$ cat src/rtl/decoder_scan_ctrl.sv
// decoder_scan_ctrl: timed channel scan for a 3-to-8 decoder with blanking gaps.
// Define SCAN_MASK_EN to add chan_mask and skip disabled channels.
module decoder_scan_ctrl #(
    parameter int unsigned DWELL_CYCLES = 1000,
    parameter int unsigned BLANK_CYCLES = 4
) (
    input  logic       clk,
    input  logic       rst_n,
    input  logic       start,
    input  logic       stop,
`ifdef SCAN_MASK_EN
    input  logic [7:0] chan_mask,
`endif
    output logic       A0,
    output logic       A1,
    output logic       A2,
    output logic       E1_n,
    output logic       E2_n,
    output logic       E3,
    output logic       busy,
    output logic       frame_done
);

    typedef enum logic [1:0] {
        IDLE,
        BLANK,
        ACTIVE
    } state_e;

    localparam logic [15:0] DWELL_LAST = 16'(DWELL_CYCLES - 1);
    localparam logic [7:0]  BLANK_LAST = 8'(BLANK_CYCLES - 1);

    state_e      state_q;
    logic [2:0]  addr_q;
    logic [15:0] dwell_q;
    logic [7:0]  blank_q;
    logic        stop_q;
    logic        en_q;
    logic        done_q;

    logic [7:0]  mask;
    logic [2:0]  first_ch;
    logic [2:0]  next_ch;
    logic        any_en;
    logic        wrap;
    logic        stop_pend;

`ifdef SCAN_MASK_EN
    assign mask = chan_mask;
`else
    assign mask = 8'hFF;
`endif

    assign any_en    = |mask;
    assign stop_pend = stop_q | stop;
    assign wrap      = (next_ch <= addr_q);

    // Lowest set bit, and first set bit strictly after addr_q (wrapping).
    always_comb begin
        first_ch = '0;
        next_ch  = addr_q;
        for (int i = 7; i >= 0; i--) begin
            if (mask[i]) first_ch = 3'(i);
        end
        for (int k = 8; k >= 1; k--) begin
            if (mask[3'(addr_q + 3'(k))]) next_ch = 3'(addr_q + 3'(k));
        end
    end

    always_ff @(posedge clk or negedge rst_n) begin
        if (!rst_n) begin
            state_q <= IDLE;
            addr_q  <= '0;
            dwell_q <= '0;
            blank_q <= '0;
            stop_q  <= 1'b0;
            en_q    <= 1'b0;
            done_q  <= 1'b0;
        end else begin
            done_q <= 1'b0;
            unique case (state_q)
                IDLE: begin
                    if (start && !stop && any_en) begin
                        state_q <= BLANK;
                        addr_q  <= first_ch;
                        blank_q <= '0;
                    end
                end
                BLANK: begin
                    if (stop_pend) begin
                        state_q <= IDLE;
                        stop_q  <= 1'b0;
                    end else if (blank_q == BLANK_LAST) begin
                        state_q <= ACTIVE;
                        en_q    <= 1'b1;
                        dwell_q <= '0;
                    end else begin
                        blank_q <= blank_q + 8'd1;
                    end
                end
                ACTIVE: begin
                    if (dwell_q == DWELL_LAST) begin
                        en_q   <= 1'b0;
                        done_q <= wrap && any_en;
                        // Address only moves here, so it is stable while enabled.
                        if (stop_pend || !any_en) begin
                            state_q <= IDLE;
                            stop_q  <= 1'b0;
                        end else begin
                            state_q <= BLANK;
                            addr_q  <= next_ch;
                            blank_q <= '0;
                        end
                    end else begin
                        dwell_q <= dwell_q + 16'd1;
                        if (stop) stop_q <= 1'b1;
                    end
                end
                default: begin
                    state_q <= IDLE;
                    en_q    <= 1'b0;
                end
            endcase
        end
    end

    assign {A2, A1, A0} = addr_q;
    assign E1_n         = ~en_q;
    assign E2_n         = ~en_q;
    assign E3           = en_q;
    assign busy         = (state_q != IDLE);
    assign frame_done   = done_q;

endmodule
$ cat config.mk
export PLATFORM = sky130hd
export DESIGN_NAME = decoder_scan_ctrl
export DESIGN_NICKNAME = d
export VERILOG_FILES = /design/src/rtl/decoder_scan_ctrl.sv
export SDC_FILE = /design/constraint.sdc
export NUM_CORES = 1
export LEC_CHECK = 0
export ABC_AREA = 1
export BUFFER_PORTS_ARGS = -buffer_cell sky130_fd_sc_hd__buf_2
export CORE_AREA = 2 2 98 100
export DETAILED_ROUTE_END_ITERATION = 10
export DIE_AREA = 0 0 100 102
export MAX_ROUTING_LAYER = met4
export PLACE_DENSITY_LB_ADDON = 0.1
export SYNTH_ARGS = -nofsm -noshare
export SYNTH_HDL_FRONTEND = slang
export SYNTH_SLANG_ARGS = --single-unit
$ cat constraint.sdc
create_clock -name clk -period 1.8 [get_ports clk]
set_clock_uncertainty 0.2 [all_clocks]
set_input_delay 0.27 -clock clk [delete_from_list [all_inputs] [get_ports clk]]
set_output_delay 0.27 -clock clk [all_outputs]
set_load 0.01 [all_outputs]
==> results of run 1 <==
[power by group through the flow]
stage	clock (W)	combinational [W]	sequential, W
2_1_floorplan	0	0.000000617	0.000733
3_3_place_gp	0	0.0000262	0.000732
3_5_place_dp	0	0.0000261	0.000732
4_1_cts	0.000574	0.0000278	0.000718
5_1_grt	0.000605	0.0000306	0.000718
6_report	0.000545	0.0000253	0.000719
[sequential cells by signal, summed over array words and instances (netlist names)]
register / count
state_q: 2
dwell_q: 16
stop_q: 1
frame_done: 1
addr_q: 3
blank_q: 8
E3: 1
[cells in the final DEF, fill, tap and decap left out]
master,instances
a211oi_1,1
a21oi_1,7
a21oi_4,1
buf_12,1
buf_2,11
buf_4,21
clkbuf_1,1
clkbuf_8,5
clkinv_2,1
dfrtp_1,32
dlygate4sd3_1,1
ha_1,2
ha_4,2
inv_1,26
inv_2,9
inv_4,1
nand2_1,79
nand2_2,2
nand2_4,2
nand2_8,2
nand3_1,29
nand3_2,1
nand3_4,1
nand4_1,5
nor2_1,32
nor2_2,2
nor2_4,5
nor3_1,4
o21ai_0,7
o21ai_1,9
o21ai_2,3
o21bai_1,1
o22ai_2,1
or2_1,1
or2_2,2
xor2_1,6
[cell type report]
type	count	area [um^2]
Multi-Input combinational cell	207	1116
Timing Repair Buffer	34	242.7
Tap cell	111	138.9
Sequential cell	32	800.8
Clock buffer	6	72.57
Fill cell	1022	6595
Clock inverter	1	5.005
Inverter	36	137.6
[through the flow]
step | hold WS, ps | cells | power (W) | setup WS, ps | TNS [ps]
floorplan | -225.6 | 278 | 0.0007333 | 167.9 | 0
global placement | 34.14 | 416 | 0.0007586 | 27.66 | 0
detailed placement | 38.37 | 416 | 0.0007586 | 23.31 | 0
CTS | 149.3 | 424 | 0.001320 | 4.959 | 0
global route | 215.5 | 427 | 0.001354 | -10.07 | -10.07
finish | 159.3 | 427 | 0.001289 | 119.5 | 0
[worst register-to-register path, cell delays in order (launching register included)]
cell and delay, ps:
dfrtp_1 400, ha_4 170, nand3_1 110, nor2_4 150, nand2_4 90, a21oi_4 290
nand3_1 110, nand2_1 80
[timing repair]
action                                 CTS  global route
setup endpoints to repair                0            23
buffers inserted                         0             3
hold buffers                             1             0
endpoints found under the hold margin   15             0
gates resized for setup                  0             9
[layer usage]
layer	track usage	vias up
met5	-	-
met4	0.04110	0
met3	0.02257	6
met2	0.1705	17
met1	0.1469	823
li1	-	959
[final timing paths]
check,end,depth (start not counted)
min reg2reg,blank_q[7],2
min,stop_q,5
max reg2reg,blank_q[3],7
max,blank_q[3],7
max in group asynchronous,dwell_q[9],3
min in group asynchronous,blank_q[2],2
[cell families (layout without fill, tap and decap cells)]
kind of cell	count (synthesis)	after routing
xor+xnor	6	6
buf+inv	39	77
fa+ha+maj	4	4
simple gates	167	167
compound gates	30	30
flops	32	32
==> impl_metrics.yaml, run 1 <==
routing:
  via_count: 1805
  routed_wl_um: 4993
  met2_wirelength_um: 2245
  maxUsedRoutingLayer: "met4"
  drtPass1Iterations: 4
  drtIter0Drc: 39
  route.detailed.vias_per_inst: 4.227
  post_route_drc: 0
  met3WireLength_um: 114
  route.detailed.wl_per_inst_um: 11.69
  ant_nets: 0
  wirelength_met1_um: 2550
min_path:
  hold_crit_start: "stop"
  hp-class: "in -> reg"
pwr:
  power_density_mw_per_mm2: 512.9
  pwr-share-clk: 0.423
  netSwitchingFraction: 0.2321
  internal_power_w: 0.0009900
  power.leakage_nw: 1.221
  worst_vdd_rail_ir_drop_mv: 0.3025
  power.share.combinational: 0.020
  net_sw_power_w: 0.0002992
  pwr-share-seq: 0.557
grt:
  grt_first_pass_wirelength_um: 8528
  via_count_of_the_first_global_routing_pass: 1713
  grt_overflow: 0
  antenna_violations_before_repair: 0
  grt_util_all_layers: 0.1116
  maximum_number_of_pins_on_one_net_before_global_route_repair: 19
floorplanning:
  floorplan.die.height_um: 102
  starting_density_of_the_core: 0.2242
  io_pins: 12
  die_area_mm2: 0.01020
  std_cell_rows: 35
  die_x_um: 100
  coreArea_mm2: 0.009109
cells_and_area:
  final_nets: 324
  final_layout_size_suffix_gt1_frac: 0.2310
  layout.cell_area.non_filler_mm2: 0.002514
  share_of_the_core_filled_with_cells: 0.2760
  antennaDiodeCount: 0
  synthToLayoutAreaGrowth_pct: 23.10
setup_path:
  cpMostUsedCell: "nand3_1"
  critPathKind: "reg -> reg"
  critical-path-slowest-cell: "dfrtp_1"
  critical_path.endpoint_type: "flop"
  cp.buffers_inverters: 0
  crit_start: "dwell_q[1]"
  largest_driver_fanout_on_the_critical_path: 8
  r2r-start: "dwell_q[1]"
  crit_arrival_ps: 1700
  worst_path_dominant_cell_family: "simple AND/OR/NAND/NOR gates"
  cp_data_required_time_ps: 1820
  ff2ff_setup_slack_ps: 120
  crit_path_max_incr_delay_ps: 400
  critical_path.cell_chain: "ha_4 -> nand3_1 -> nor2_4 -> nand2_4 -> a21oi_4 -> nand3_1 -> nand2_1"
  critPathLaunchType: "flop"
clock_tree:
  clk_pin_slew_worst_paths_ps: 70
  cts_inserted_buffers: 5
  tritoncts: "built"
  cts_buffer_depth: 2
  clock_sinks: 32
  htreeDepth: 2
  cts_root_buf: "clkbuf_8"
  clock_insertion_delay_worst_skew_ps: 290
synth:
  postSynthRegisterBits: 32
  ys_async_sr_fraction: 1.000
  post_synth_simple_gate_area: 0.3873
  main_combinational_cell_family_by_area_after_synthesis: "simple AND/OR/NAND/NOR gates"
  synth_nets: 286
  synth.yosys.warnings: 0
  synthTopCellsByArea: "dfrtp_1, nand2_1, nand3_1"
  netlist_instances: 278
  post_synth_fa_ha_maj_area_fraction: 0.02451
  synth_top_area_share: 0.3922
  synth_flop_cell: "dfrtp_1"
  synth_cell_type_count: 28
  xor_xnor_cell_area_share_of_the_yosys_netlist: 0.02574
  ys_seq_area_frac: 0.3922
  muxShareOfSynthArea: 0
  mappedNetlistArea_mm2: 0.002042
  synth_common_cells: "nand2_1, nor2_1, dfrtp_1, nand3_1, inv_1"
  synth_compound_area_frac: 0.09069
  synth_enable_flop_cells: 0
  postSynthAreaPerCell_um2: 7.345
  library_cell_with_the_largest_summed_area_after_synthesis: "dfrtp_1"
  yosys.cell_count.top_type: "nand2_1"
timing:
  min_period_ps: 1681
  finalHoldViolCount: 0
  slew_headroom: 0.7284
  fmax_mhz: 595.1
  final-setup-viol-count: 0
  slew_violations: 0
  tightest_slew_ps: 407.5
  min_period_over_period: 0.9336
status:
  status: "finished, final reports clean"
placed_design:
  routabilityCongestion: 0.8105
  placedInstanceArea_mm2: 0.002364
  placement.io_buffers: 11
  dpl.hpwl_um: 3835
run:
  drv_cap: 0
Power figures use the tool's default switching activity.
==> run 2, diff against run 1 <==
--- a/config.mk
+++ b/config.mk
@@ -8,10 +8,13 @@
 export ABC_AREA = 1
 export BUFFER_PORTS_ARGS = -buffer_cell sky130_fd_sc_hd__buf_2
 export CORE_AREA = 2 2 98 100
+export CTS_BUF_LIST = sky130_fd_sc_hd__clkbuf_4
 export DETAILED_ROUTE_END_ITERATION = 10
 export DIE_AREA = 0 0 100 102
+export HOLD_SLACK_MARGIN = 0.02
 export MAX_ROUTING_LAYER = met4
 export PLACE_DENSITY_LB_ADDON = 0.1
+export SETUP_SLACK_MARGIN = 0.4
 export SYNTH_ARGS = -nofsm -noshare
 export SYNTH_HDL_FRONTEND = slang
 export SYNTH_SLANG_ARGS = --single-unit
==> run 2 against run 1 <==
Non-clock buffer count is 25 higher. Die area stayed put. Sequential power hardly changed. Clock power is 8.8% higher. Flip-flop and latch count stayed put. Final cell count is 6.3% higher. Sequential share of layout area is 4.5 points lower. Count of clock-buffer cells in the layout is 1 lower. Highest routed layer unchanged.
==> impl_metrics.yaml, run 2 (same netlist as run 1, synthesis figures left out) <==
min_path:
  hp-class: "in -> reg"
routing:
  via_count: 1939
  drtIter0Drc: 63
  ant_nets: 0
  post_route_drc: 0
  routed_wl_um: 5666
  route.detailed.vias_per_inst: 4.271
  drtPass1Iterations: 4
  route.detailed.wl_per_inst_um: 12.48
timing:
  fin_setup_tns_ps: 0
  min_period_ps: 1649
  finalHoldViolCount: 0
  final-setup-viol-count: 0
  slew_violations: 0
  tightest_slew_ps: 427.4
  min_period_over_period: 0.9161
  rsz0062_at_grt: "yes"
  fmax_mhz: 606.5
  fin_worst_hold_slack_ps: 93.32
  slew_headroom: 0.7151
cells_and_area:
  layout_common_cells: "nand2_1, buf_4, nor2_1, dfrtp_1, nand3_1"
  final_layout_size_suffix_gt1_frac: 0.3819
  synthToLayoutAreaGrowth_pct: 44.61
  layout.cell_area.non_filler_mm2: 0.002953
  multi_input_area_mm2: 0.001236
  layout.area.seq_um2: 807.0
  mostFrequentLayoutCell: "nand2_1"
  largest_register_ffs: 16
  largest-register: "dwell_q"
  final_nets: 350
  antennaDiodeCount: 0
  final_cells: 454
  reg.largest.list: "dwell_q x16, blank_q x8, addr_q x3"
  nFillCells: 982
run:
  drv_cap: 0
grt:
  grt_util_all_layers: 0.1208
  grt_overflow: 0
  maximum_number_of_pins_on_one_net_before_global_route_repair: 18
  grt_first_pass_wirelength_um: 9335
  via_count_of_the_first_global_routing_pass: 1909
  antenna_violations_before_repair: 0
status:
  status: "finished, final reports clean"
placed_design:
  placement.io_buffers: 11
  placedInstanceArea_mm2: 0.002410
  routabilityCongestion: 0.7542
  dpl.hpwl_um: 4058
  placed_cells_incl_taps: 412
setup_path:
  largest_driver_fanout_on_the_critical_path: 5
  critical_path.endpoint_type: "flop"
  critPathLaunchType: "flop"
  critPathKind: "reg -> reg"
  ff2ff_setup_slack_ps: 150
  crit_arrival_ps: 1690
  cp_data_required_time_ps: 1840
floorplanning:
  std_cell_rows: 35
  starting_density_of_the_core: 0.2242
  die_x_um: 100
  coreArea_mm2: 0.009109
  floorplan.die.height_um: 102
  die_area_mm2: 0.01020
  io_pins: 12
clock_tree:
  clock_sinks: 32
  clock_insertion_delay_worst_skew_ps: 350
  cts_buffer_depth: 2
  clk_pin_slew_worst_paths_ps: 140
  cts_root_buf: "clkbuf_4"
  tritoncts: "built"
  htreeDepth: 2
  cts_inserted_buffers: 5
pwr:
  worst_vdd_rail_ir_drop_mv: 0.2277
  power_density_mw_per_mm2: 453.0
  design_power_total_w: 0.001338
  power.leakage_nw: 1.394
-- run 2: cell count changes in the layout (fill, tap and decap cells not counted), sizes merged --
| cell | delta |
|---|---|
| clkinvlp | +1 |
| nand2 | +1 |
| buf | +24 |
| bufinv | +1 |
-- run 2: per-stage QoR --
step / utilization / worst slack (ps)
detailed placement: 0.2646 / 84.06
global route: 0.3242 / 39.75
floorplan: - / 270.3
global placement: 0.2646 / 81.17
CTS: 0.2959 / 111.8
finish: 0.3242 / 151.1
-- run 2: critical path, cell delays in order, from the launching register on --
cell     delay [ps]
dfrtp_2         440
nand2_2          90
inv_2            50
nand2_1          80
nor2_4          140
nand2_4          90
nand2_8         110
nand2_8          80
buf_12          140
nand2_4          50
o21ai_2          40
-- run 2: path summary, 6_finish.rpt --
path,startpoint,to,depth (start not counted)
worst min register to register,blank_q[7],blank_q[7],2
worst min-delay path,stop,stop_q,5
min in group asynchronous,rst_n,blank_q[5],2
worst max-delay path,dwell_q[7],dwell_q[3],10
worst max register to register,dwell_q[7],dwell_q[3],10
max in group asynchronous,rst_n,dwell_q[6],3
-- run 2: routing by layer --
layer / up-vias / wire [um] / track usage
met3: 6 / 127 / 0.02326
met1: 894 / 2707 / 0.1486
li1: 1019 / - / -
met2: 20 / 2763 / 0.2058
met5: - / 0 / -
met4: 0 / 68 / 0.02845
-- run 2: where the power goes --
part | switching (W) | internal, W | total [W]
Combinational | 0.0000179 | 0.00000825 | 0.0000262
Clock | 0.000303 | 0.000290 | 0.000593
Sequential | 0.0000000000000000000622 | 0.000719 | 0.000719
-- run 2: timing repair --
| action | CTS | global route |
|---|---|---|
| hold endpoints to repair | 32 | 0 |
| resized for setup | 13 | 26 |
| cloned | 0 | 2 |
| pin swaps | 8 | 8 |
| setup endpoints to repair | 38 | 40 |
| buffers inserted | 17 | 14 |
| hold buffers | 1 | 0 |
-- run 2: cell type report --
type	instances	share of cell area
Tap cell	111	0.04703
Multi-Input combinational cell	208	0.4186
Timing Repair Buffer	59	0.1847
Clock buffer	5	0.01271
Sequential cell	32	0.2733
Clock inverter	3	0.01441
Inverter	36	0.04915
